`src/rtl/axi_reg_slice.sv`:
```
// axi_reg_slice: five independent AXI channel slices (bypass, forward or skid buffer)

// axi_reg_slice_chan: one valid/ready channel stage, payload packed into a flat vector
module axi_reg_slice_chan #(
  parameter int W    = 8,
  parameter int MODE = 1
) (
  input  logic         i_clk,
  input  logic         i_rst_n,
  input  logic         i_valid,
  output logic         o_ready,
  input  logic [W-1:0] i_data,
  output logic         o_valid,
  input  logic         i_ready,
  output logic [W-1:0] o_data
);
  generate
    if (MODE == 0) begin : g_bypass
      logic w_unused;
      assign w_unused = i_clk ^ i_rst_n;
      assign o_valid  = i_valid;
      assign o_ready  = i_ready;
      assign o_data   = i_data;
    end else if (MODE == 2) begin : g_fwd
      logic         r_valid;
      logic [W-1:0] r_data;
      assign o_ready = ~r_valid | i_ready;
      assign o_valid = r_valid;
      assign o_data  = r_data;
      // valid flag reloads whenever the stage is empty or being drained
      always_ff @(posedge i_clk or negedge i_rst_n)
        if (!i_rst_n) r_valid <= 1'b0;
        else if (o_ready) r_valid <= i_valid;
      // payload captured on accepted beats only; not reset
      always_ff @(posedge i_clk)
        if (o_ready && i_valid) r_data <= i_data;
    end else begin : g_full
      localparam logic [1:0] EMPTY = 2'd0;
      localparam logic [1:0] ONE   = 2'd1;
      localparam logic [1:0] TWO   = 2'd2;
      logic [1:0]   r_state, w_next;
      logic         r_ready, r_valid, w_push, w_pop;
      logic [W-1:0] r_data, r_skid;
      assign w_push  = i_valid & r_ready;
      assign w_pop   = r_valid & i_ready;
      assign o_ready = r_ready;
      assign o_valid = r_valid;
      assign o_data  = r_data;
      // occupancy transitions; TWO cannot push because ready is low there
      always_comb
        w_next = (r_state == EMPTY) ? (w_push ? ONE : EMPTY) :
                 (r_state == ONE)   ? ((w_push && !w_pop) ? TWO : (!w_push && w_pop) ? EMPTY : ONE) :
                 (w_pop ? ONE : TWO);
      // state plus registered ready/valid so neither handshake path is combinational
      always_ff @(posedge i_clk or negedge i_rst_n)
        if (!i_rst_n) begin
          r_state <= EMPTY;
          r_ready <= 1'b0;
          r_valid <= 1'b0;
        end else begin
          r_state <= w_next;
          r_ready <= (w_next != TWO);
          r_valid <= (w_next != EMPTY);
        end
      // main register takes the skid entry first, else the incoming beat; skid catches overflow
      always_ff @(posedge i_clk) begin
        if (r_state == TWO && w_pop) r_data <= r_skid;
        else if (w_push && (r_state == EMPTY || w_pop)) r_data <= i_data;
        if (w_push && r_state == ONE && !w_pop) r_skid <= i_data;
      end
    end
  endgenerate
endmodule

module axi_reg_slice #(
  parameter int ID_WIDTH   = 4,
  parameter int ADDR_WIDTH = 32,
  parameter int DATA_WIDTH = 32,
  parameter int AW_MODE    = 1,
  parameter int W_MODE     = 1,
  parameter int B_MODE     = 1,
  parameter int AR_MODE    = 1,
  parameter int R_MODE     = 1
) (
  input  logic                    ACLK,
  input  logic                    ARESETn,
  input  logic [ID_WIDTH-1:0]     S_AWID,
  input  logic [ADDR_WIDTH-1:0]   S_AWADDR,
  input  logic [7:0]              S_AWLEN,
  input  logic [2:0]              S_AWSIZE,
  input  logic [1:0]              S_AWBURST,
  input  logic [2:0]              S_AWPROT,
  input  logic                    S_AWVALID,
  output logic                    S_AWREADY,
  output logic [ID_WIDTH-1:0]     M_AWID,
  output logic [ADDR_WIDTH-1:0]   M_AWADDR,
  output logic [7:0]              M_AWLEN,
  output logic [2:0]              M_AWSIZE,
  output logic [1:0]              M_AWBURST,
  output logic [2:0]              M_AWPROT,
  output logic                    M_AWVALID,
  input  logic                    M_AWREADY,
  input  logic [ID_WIDTH-1:0]     S_WID,
  input  logic [DATA_WIDTH-1:0]   S_WDATA,
  input  logic [DATA_WIDTH/8-1:0] S_WSTRB,
  input  logic                    S_WLAST,
  input  logic                    S_WVALID,
  output logic                    S_WREADY,
  output logic [ID_WIDTH-1:0]     M_WID,
  output logic [DATA_WIDTH-1:0]   M_WDATA,
  output logic [DATA_WIDTH/8-1:0] M_WSTRB,
  output logic                    M_WLAST,
  output logic                    M_WVALID,
  input  logic                    M_WREADY,
  input  logic [ID_WIDTH-1:0]     M_BID,
  input  logic [1:0]              M_BRESP,
  input  logic                    M_BVALID,
  output logic                    M_BREADY,
  output logic [ID_WIDTH-1:0]     S_BID,
  output logic [1:0]              S_BRESP,
  output logic                    S_BVALID,
  input  logic                    S_BREADY,
  input  logic [ID_WIDTH-1:0]     S_ARID,
  input  logic [ADDR_WIDTH-1:0]   S_ARADDR,
  input  logic [7:0]              S_ARLEN,
  input  logic [2:0]              S_ARSIZE,
  input  logic [1:0]              S_ARBURST,
  input  logic [2:0]              S_ARPROT,
  input  logic                    S_ARVALID,
  output logic                    S_ARREADY,
  output logic [ID_WIDTH-1:0]     M_ARID,
  output logic [ADDR_WIDTH-1:0]   M_ARADDR,
  output logic [7:0]              M_ARLEN,
  output logic [2:0]              M_ARSIZE,
  output logic [1:0]              M_ARBURST,
  output logic [2:0]              M_ARPROT,
  output logic                    M_ARVALID,
  input  logic                    M_ARREADY,
  input  logic [ID_WIDTH-1:0]     M_RID,
  input  logic [DATA_WIDTH-1:0]   M_RDATA,
  input  logic [1:0]              M_RRESP,
  input  logic                    M_RLAST,
  input  logic                    M_RVALID,
  output logic                    M_RREADY,
  output logic [ID_WIDTH-1:0]     S_RID,
  output logic [DATA_WIDTH-1:0]   S_RDATA,
  output logic [1:0]              S_RRESP,
  output logic                    S_RLAST,
  output logic                    S_RVALID,
  input  logic                    S_RREADY
);
  localparam int AXW = ID_WIDTH + ADDR_WIDTH + 16;
  localparam int WW  = ID_WIDTH + DATA_WIDTH + DATA_WIDTH / 8 + 1;
  localparam int BW  = ID_WIDTH + 2;
  localparam int RW  = ID_WIDTH + DATA_WIDTH + 3;

  logic [AXW-1:0] w_aw_m, w_ar_m;
  logic [WW-1:0]  w_w_m;
  logic [BW-1:0]  w_b_s;
  logic [RW-1:0]  w_r_s;

  assign {M_AWID, M_AWADDR, M_AWLEN, M_AWSIZE, M_AWBURST, M_AWPROT} = w_aw_m;
  assign {M_WID, M_WDATA, M_WSTRB, M_WLAST}                         = w_w_m;
  assign {S_BID, S_BRESP}                                           = w_b_s;
  assign {M_ARID, M_ARADDR, M_ARLEN, M_ARSIZE, M_ARBURST, M_ARPROT} = w_ar_m;
  assign {S_RID, S_RDATA, S_RRESP, S_RLAST}                         = w_r_s;

  axi_reg_slice_chan #(.W(AXW), .MODE(AW_MODE)) u_aw (
    .i_clk(ACLK), .i_rst_n(ARESETn),
    .i_valid(S_AWVALID), .o_ready(S_AWREADY),
    .i_data({S_AWID, S_AWADDR, S_AWLEN, S_AWSIZE, S_AWBURST, S_AWPROT}),
    .o_valid(M_AWVALID), .i_ready(M_AWREADY), .o_data(w_aw_m)
  );

  axi_reg_slice_chan #(.W(WW), .MODE(W_MODE)) u_w (
    .i_clk(ACLK), .i_rst_n(ARESETn),
    .i_valid(S_WVALID), .o_ready(S_WREADY),
    .i_data({S_WID, S_WDATA, S_WSTRB, S_WLAST}),
    .o_valid(M_WVALID), .i_ready(M_WREADY), .o_data(w_w_m)
  );

  axi_reg_slice_chan #(.W(BW), .MODE(B_MODE)) u_b (
    .i_clk(ACLK), .i_rst_n(ARESETn),
    .i_valid(M_BVALID), .o_ready(M_BREADY),
    .i_data({M_BID, M_BRESP}),
    .o_valid(S_BVALID), .i_ready(S_BREADY), .o_data(w_b_s)
  );

  axi_reg_slice_chan #(.W(AXW), .MODE(AR_MODE)) u_ar (
    .i_clk(ACLK), .i_rst_n(ARESETn),
    .i_valid(S_ARVALID), .o_ready(S_ARREADY),
    .i_data({S_ARID, S_ARADDR, S_ARLEN, S_ARSIZE, S_ARBURST, S_ARPROT}),
    .o_valid(M_ARVALID), .i_ready(M_ARREADY), .o_data(w_ar_m)
  );

  axi_reg_slice_chan #(.W(RW), .MODE(R_MODE)) u_r (
    .i_clk(ACLK), .i_rst_n(ARESETn),
    .i_valid(M_RVALID), .o_ready(M_RREADY),
    .i_data({M_RID, M_RDATA, M_RRESP, M_RLAST}),
    .o_valid(S_RVALID), .i_ready(S_RREADY), .o_data(w_r_s)
  );
endmodule

```
`config.mk`:
```
export PLATFORM = sky130hd
export DESIGN_NAME = axi_reg_slice
export DESIGN_NICKNAME = d
export VERILOG_FILES = /design/src/rtl/axi_reg_slice.sv
export SDC_FILE = /design/constraint.sdc
export NUM_CORES = 1
export LEC_CHECK = 0
export CORE_MARGIN = 3
export CORE_UTILIZATION = 28
export CTS_CLUSTER_SIZE = 28
export DETAILED_ROUTE_END_ITERATION = 7
export GPL_TIMING_DRIVEN = 0
export PLACE_DENSITY = 0.48
export SLEW_MARGIN = 10
export SYNTH_ARGS = -nofsm -noshare
export SYNTH_HDL_FRONTEND = slang
export SYNTH_SLANG_ARGS = --single-unit
```
`constraint.sdc`:
```
create_clock -name ACLK -period 9.65 [get_ports ACLK]
set_input_delay 1.4475 -clock ACLK [delete_from_list [all_inputs] [get_ports ACLK]]
set_output_delay 1.4475 -clock ACLK [all_outputs]
set_load 0.005 [all_outputs]
```
Word level (Yosys, flattened, before mapping)
Index checks and enable logic that the tools add are counted.

storage, ports and cells
  output and inout port bits = 200
  logic and storage cells = 150
  bits in registers = 400
  ROM bits = 0
  memories kept = 0
  bits in writable memories = 0
  bits in latches = 0

cells by class
  add/subtract/negate cells = 0
  reduce and logical (&&, ||, !) cells = 60
  mux-type cells = 40
  shift-type cells = 0
  equality and inequality tests = 15
  magnitude comparators = 0
  divide/modulo/power cells = 0
  bitwise logic cells = 10
  $mul = 0

operator list
  kind                  number
  $mux W52              4
  $mux W41              2
  $mux W39              2
  $mux W2               20
  $logic_and A1 B1 Y1   30
  $reduce_bool A2 Y1    10
  $mux W6               2
  $and A1 B1 Y1         10
  $eq A2 B1 Y1 const B  5
  $eq A2 B2 Y1 const B  5
  $logic_not A1 Y1      10
  $logic_not A2 Y1      5
  $mux W1               10
  $ne A2 B2 Y1 const B  5
  $logic_or A1 B1 Y1    5

Logic depth before layout (Yosys ltp)
  word-level depth = 8
  gate-level depth with buffers = 6

Modules after synthesis
Synthesis repeated with hierarchy kept, for this count alone.

unflattened totals
  cell total of the unflattened synthesis = 683
  area total of the unflattened synthesis = 15133.3 um2

modules (own cells, without submodules)
  module                          cells an instance  area an instance (um2)  times used
  axi_reg_slice_chan at u_ar ...  180                4145.2                  2
  axi_reg_slice_chan at u_w       146                3184.3                  1
  axi_reg_slice_chan at u_r       140                3036.7                  1
  axi_reg_slice_chan at u_b       37                 621.8                   1

Worst setup path before layout
OpenSTA, ideal clock, no wires.

  kind = in2reg
  from = input port M_ARREADY
  to = register u_ar.g_full.r_data[0], in the netlist u_ar.o_data[0] (enable)
  path slack = 4.771 ns
  stages = 3
  data required time = 9.170 ns
  setup time = 0.480 ns
  path buffers = 0
  arrival time = 4.399 ns
  cells stage by stage = nand2_1 mux2_2 o22ai_1

on the way
  word-level cells in the longest chain between the ends = 4

ends and longest elaborated chain
  what                                   RTL line  source
  start, declared                        138       input logic M_ARREADY,
  $and A1 B1 Y1 *                        45        assign w_pop = r_valid & i_ready;
  $logic_or A1 B1 Y1                     68        else if (w_push && (r_state == EMPTY || w_pop)) r_data <= i_data;
  $logic_and A1 B1 Y1                    68
  $reduce_bool A2 Y1 (no source line) *  -
  end signal, assigned                   67        if (r_state == TWO && w_pop) r_data <= r_skid;
  end signal, assigned                   68
  end, declared                          43        logic [W-1:0] r_data, r_skid;

Mark *: on every way between the ends. The rest lies on a longest branch, timed or not.
A chain may end at the register's enable or synchronous reset.

Worst setup path after layout
  from = input port M_ARREADY
  to = register u_ar.g_full.r_data[39], in the netlist u_ar.o_data[39] (enable)

The elaborated chain is that of the path after synthesis.

==> results.py <==
metrics = {
    "clock_tree": {
        "hold_buffers": 0,
        "numCtsBuffers": 45,
        "post_cts_resized": 0,
        "clock_latency_ns": 0.55,
        "clockRootBuffer": "clkbuf_16",
        "clockBufferDepth": 3,
        "path_clk_slew_ns": 0.06,
        "post_cts_buffers": 0,
        "cts_tree": "yes",
        "cts.htree.levels": 2,
        "clock_sinks": 400,
    },
    "yosys": {
        "syn_area_per_cell_um2": 21.4,
        "yosys-top-cells-area": "edfxtp_1, mux2_2, dfrtp_1, mux2_4, buf_6",
        "ys_ff_latch": 400,
        "synth_area_um2": 14800,
        "synth_nets": 900,
        "synth-edff-count": 380,
        "syn_inst": 694,
        "synth.largest_area_cell": "edfxtp_1",
        "synth_cell_types": 26,
        "ys.flop_type": "edfxtp_1",
        "synth_top_area_share_pct": 76.9,
        "yosysSeqAreaShare_pct": 80.3,
        "async_flop_share_pct": 5.00,
        "yosysWarnings": 0,
    },
    "floorplanning": {
        "start_util_pct": 28.6,
        "io_pins": 402,
        "die_area_um2": 55800,
        "rows": 83,
        "die_h_um": 236,
        "fp.dieW_um": 236,
        "fp.coreArea_um2": 51800,
    },
    "power_and_ir_drop": {
        "power.density_nw_per_um2": 269,
        "peakVddDrop_v": 0.000146,
        "cellLeakagePower_nw": 7.42,
    },
    "setup_path": {
        "arrival_ns": 3.51,
        "cpPeakStageDelay_ns": 0.53,
        "crit_slowest_cell": "clkdlybuf4s50_1",
        "r2r_cells": 6,
        "cp_max_fo": 15,
        "critPathCaptureType": "flop",
        "cp_common_cell": "buf_16",
        "cp_cell_sequence": "clkdlybuf4s50_1, nand2_1, mux2_2, o22ai_4, buf_16, buf_16, buf_16",
        "criticalPathCategory": "in -> reg",
        "crit_required_ns": 9.91,
        "cp-start-kind": "primary input",
    },
    "sta": {
        "finalSetupTns_ns": 0,
        "maxSlewViolCount": 0,
        "period_minus_slack_ns": 3.25,
        "rsz0062_at_grt": "false",
        "fin_skew_ns": 0.00787,
        "hold_violations": 0,
        "setup_viol": 0,
        "fmax_ghz": 0.308,
        "worstMarginPinSlew_ns": 0.764,
        "finalCritPeriodShare_pct": 33.6,
        "timing.hold.ws_ns": 0.547,
        "relSlewSlack_pct": 48.8,
    },
    "drt": {
        "remaining_drc_errors": 0,
        "dr.pass1.iters": 4,
        "post_drt_wl_per_cell_um": 19.6,
        "dr_total_vias": 8042,
        "wirelength_mm": 36.7,
        "drt_iter0_markers": 444,
        "ant_nets": 0,
        "post_drt_via_cell_ratio": 4.31,
    },
    "cells_and_area": {
        "final_cell_area_um2": 21500,
        "final_cell_mix": "clkdlybuf4s50_1, edfxtp_1, mux2_2",
        "final_common_cell": "clkdlybuf4s50_1",
        "nets": 1365,
        "fin_cells": 1868,
        "fillers": 4677,
        "area_delta_synth_final_pct": 45.2,
        "drive_above_1_share_pct": 25.6,
    },
    "placed_design": {
        "hpwl_mm": 26.0,
        "port_buffers": 401,
        "placed_area_um2": 20100,
        "gp_congestion": 0.721,
        "dpl.cell_count": 1792,
    },
    "outcome": {
        "outcome": "finished, final reports clean",
    },
    "grt": {
        "grt_usage_pct": 12.9,
        "antenna_found_initial": 2,
        "grt_pass1_wl_mm": 55.2,
        "grt_start_max_net_pins": 39,
        "grt_pass1_vias": 8467,
        "grt_overflow": 0,
    },
    "job": {
        "cap_violations": 0,
    },
    "min_path": {
        "hold_depth": 1,
        "hold_class": "reg -> reg",
    },
}
-- critical path: cells and delay by family --
family / cells / cell delay, ns
muxes: 1 / 0.34
AOI/OAI and AO/OA: 1 / 0.44
and+or+nand+nor: 1 / 0.19
buffers and inverters: 4 / 1.08
-- cell usage after synthesis (5+ instances only) --
cell / count
edfxtp_1: 380
mux2_2: 184
dfrtp_1: 20
nand2_1: 19
buf_2: 10
buf_6: 10
mux2_4: 10
o22ai_1: 8
inv_1: 6
nand2b_1: 6
o21a_1: 6
nand3b_1: 5
-- where the power goes --
group          leakage (nW)  switching (W)  total (W)  internal [W]
registers              3.76       0.000141    0.00262       0.00248
logic                  2.98       0.000667    0.00152      0.000851
clock network         0.684       0.000670    0.00165      0.000985
-- cell type report --
type	instances	area, um2	area share (%)
Antenna cell	2	5.00	0.0232
Buffer	21	170	0.790
Sequential cell	400	11900	55.3
Timing Repair Buffer	418	4370	20.3
Clock inverter	14	149	0.691
Tap cell	680	851	3.95
Clock buffer	60	1250	5.83
Inverter	6	22.5	0.105
Multi-Input combinational cell	267	2800	13.0
-- sequential cells by signal, indices dropped and copies added, names as in the netlist, 2 cells and up --
register             cells
u_aw.o_data             52
u_ar.o_data             52
u_aw.g_full.r_skid      52
u_w.o_data              41
u_b.g_full.r_skid        6
u_b.o_data               6
u_r.g_full.r_skid       39
u_ar.g_full.r_skid      52
u_w.g_full.r_state       2
u_w.g_full.r_skid       41
u_b.g_full.r_state       2
u_ar.g_full.r_state      2
u_r.o_data              39
u_aw.g_full.r_state      2
u_r.g_full.r_state       2
-- metrics by stage --
step / utilization, % / total power, W / setup WS, ns
3_5_place_dp: 38.9 / 0.00422 / 5.78
6_report: 41.6 / 0.00579 / 6.40
2_1_floorplan: - / 0.00318 / 4.77
4_1_cts: 41.6 / 0.00593 / 6.39
3_3_place_gp: 38.0 / 0.00410 / 2.20
5_1_grt: 41.6 / 0.00610 / 6.27
-- kinds of logic after synthesis --
family	count (synthesis)	synth area share [%]
simple gates	43	1.93
mux	197	15.2
compound gates	23	0.961
flops	400	80.3
buf+inv	27	1.30
fa+ha+maj	4	0.337
-- final timing paths --
kind / startpoint / endpoint / slack, ns
min reg2reg: u_w.g_full.r_skid[18] / u_w.o_data[18] / 0.55
min in group asynchronous: ARESETn / u_w.o_ready / 0.89
max reg2reg: u_ar.o_valid / u_ar.o_data[39] / 7.41
min: u_w.g_full.r_skid[18] / u_w.o_data[18] / 0.55
max: M_ARREADY / u_ar.o_data[39] / 6.40
max in group asynchronous: ARESETn / u_r.g_full.r_state[0] / 8.38
-- layer usage --
layer	vias to the layer above	GRT usage [%]	share of wire, %
met5	-	0	0
met4	0	4.53	2.5
met3	60	4.08	6.7
met2	227	21.3	50
met1	4065	16.0	41
li1	3690	-	-
Note: power is estimated with default switching activity, not from simulation.
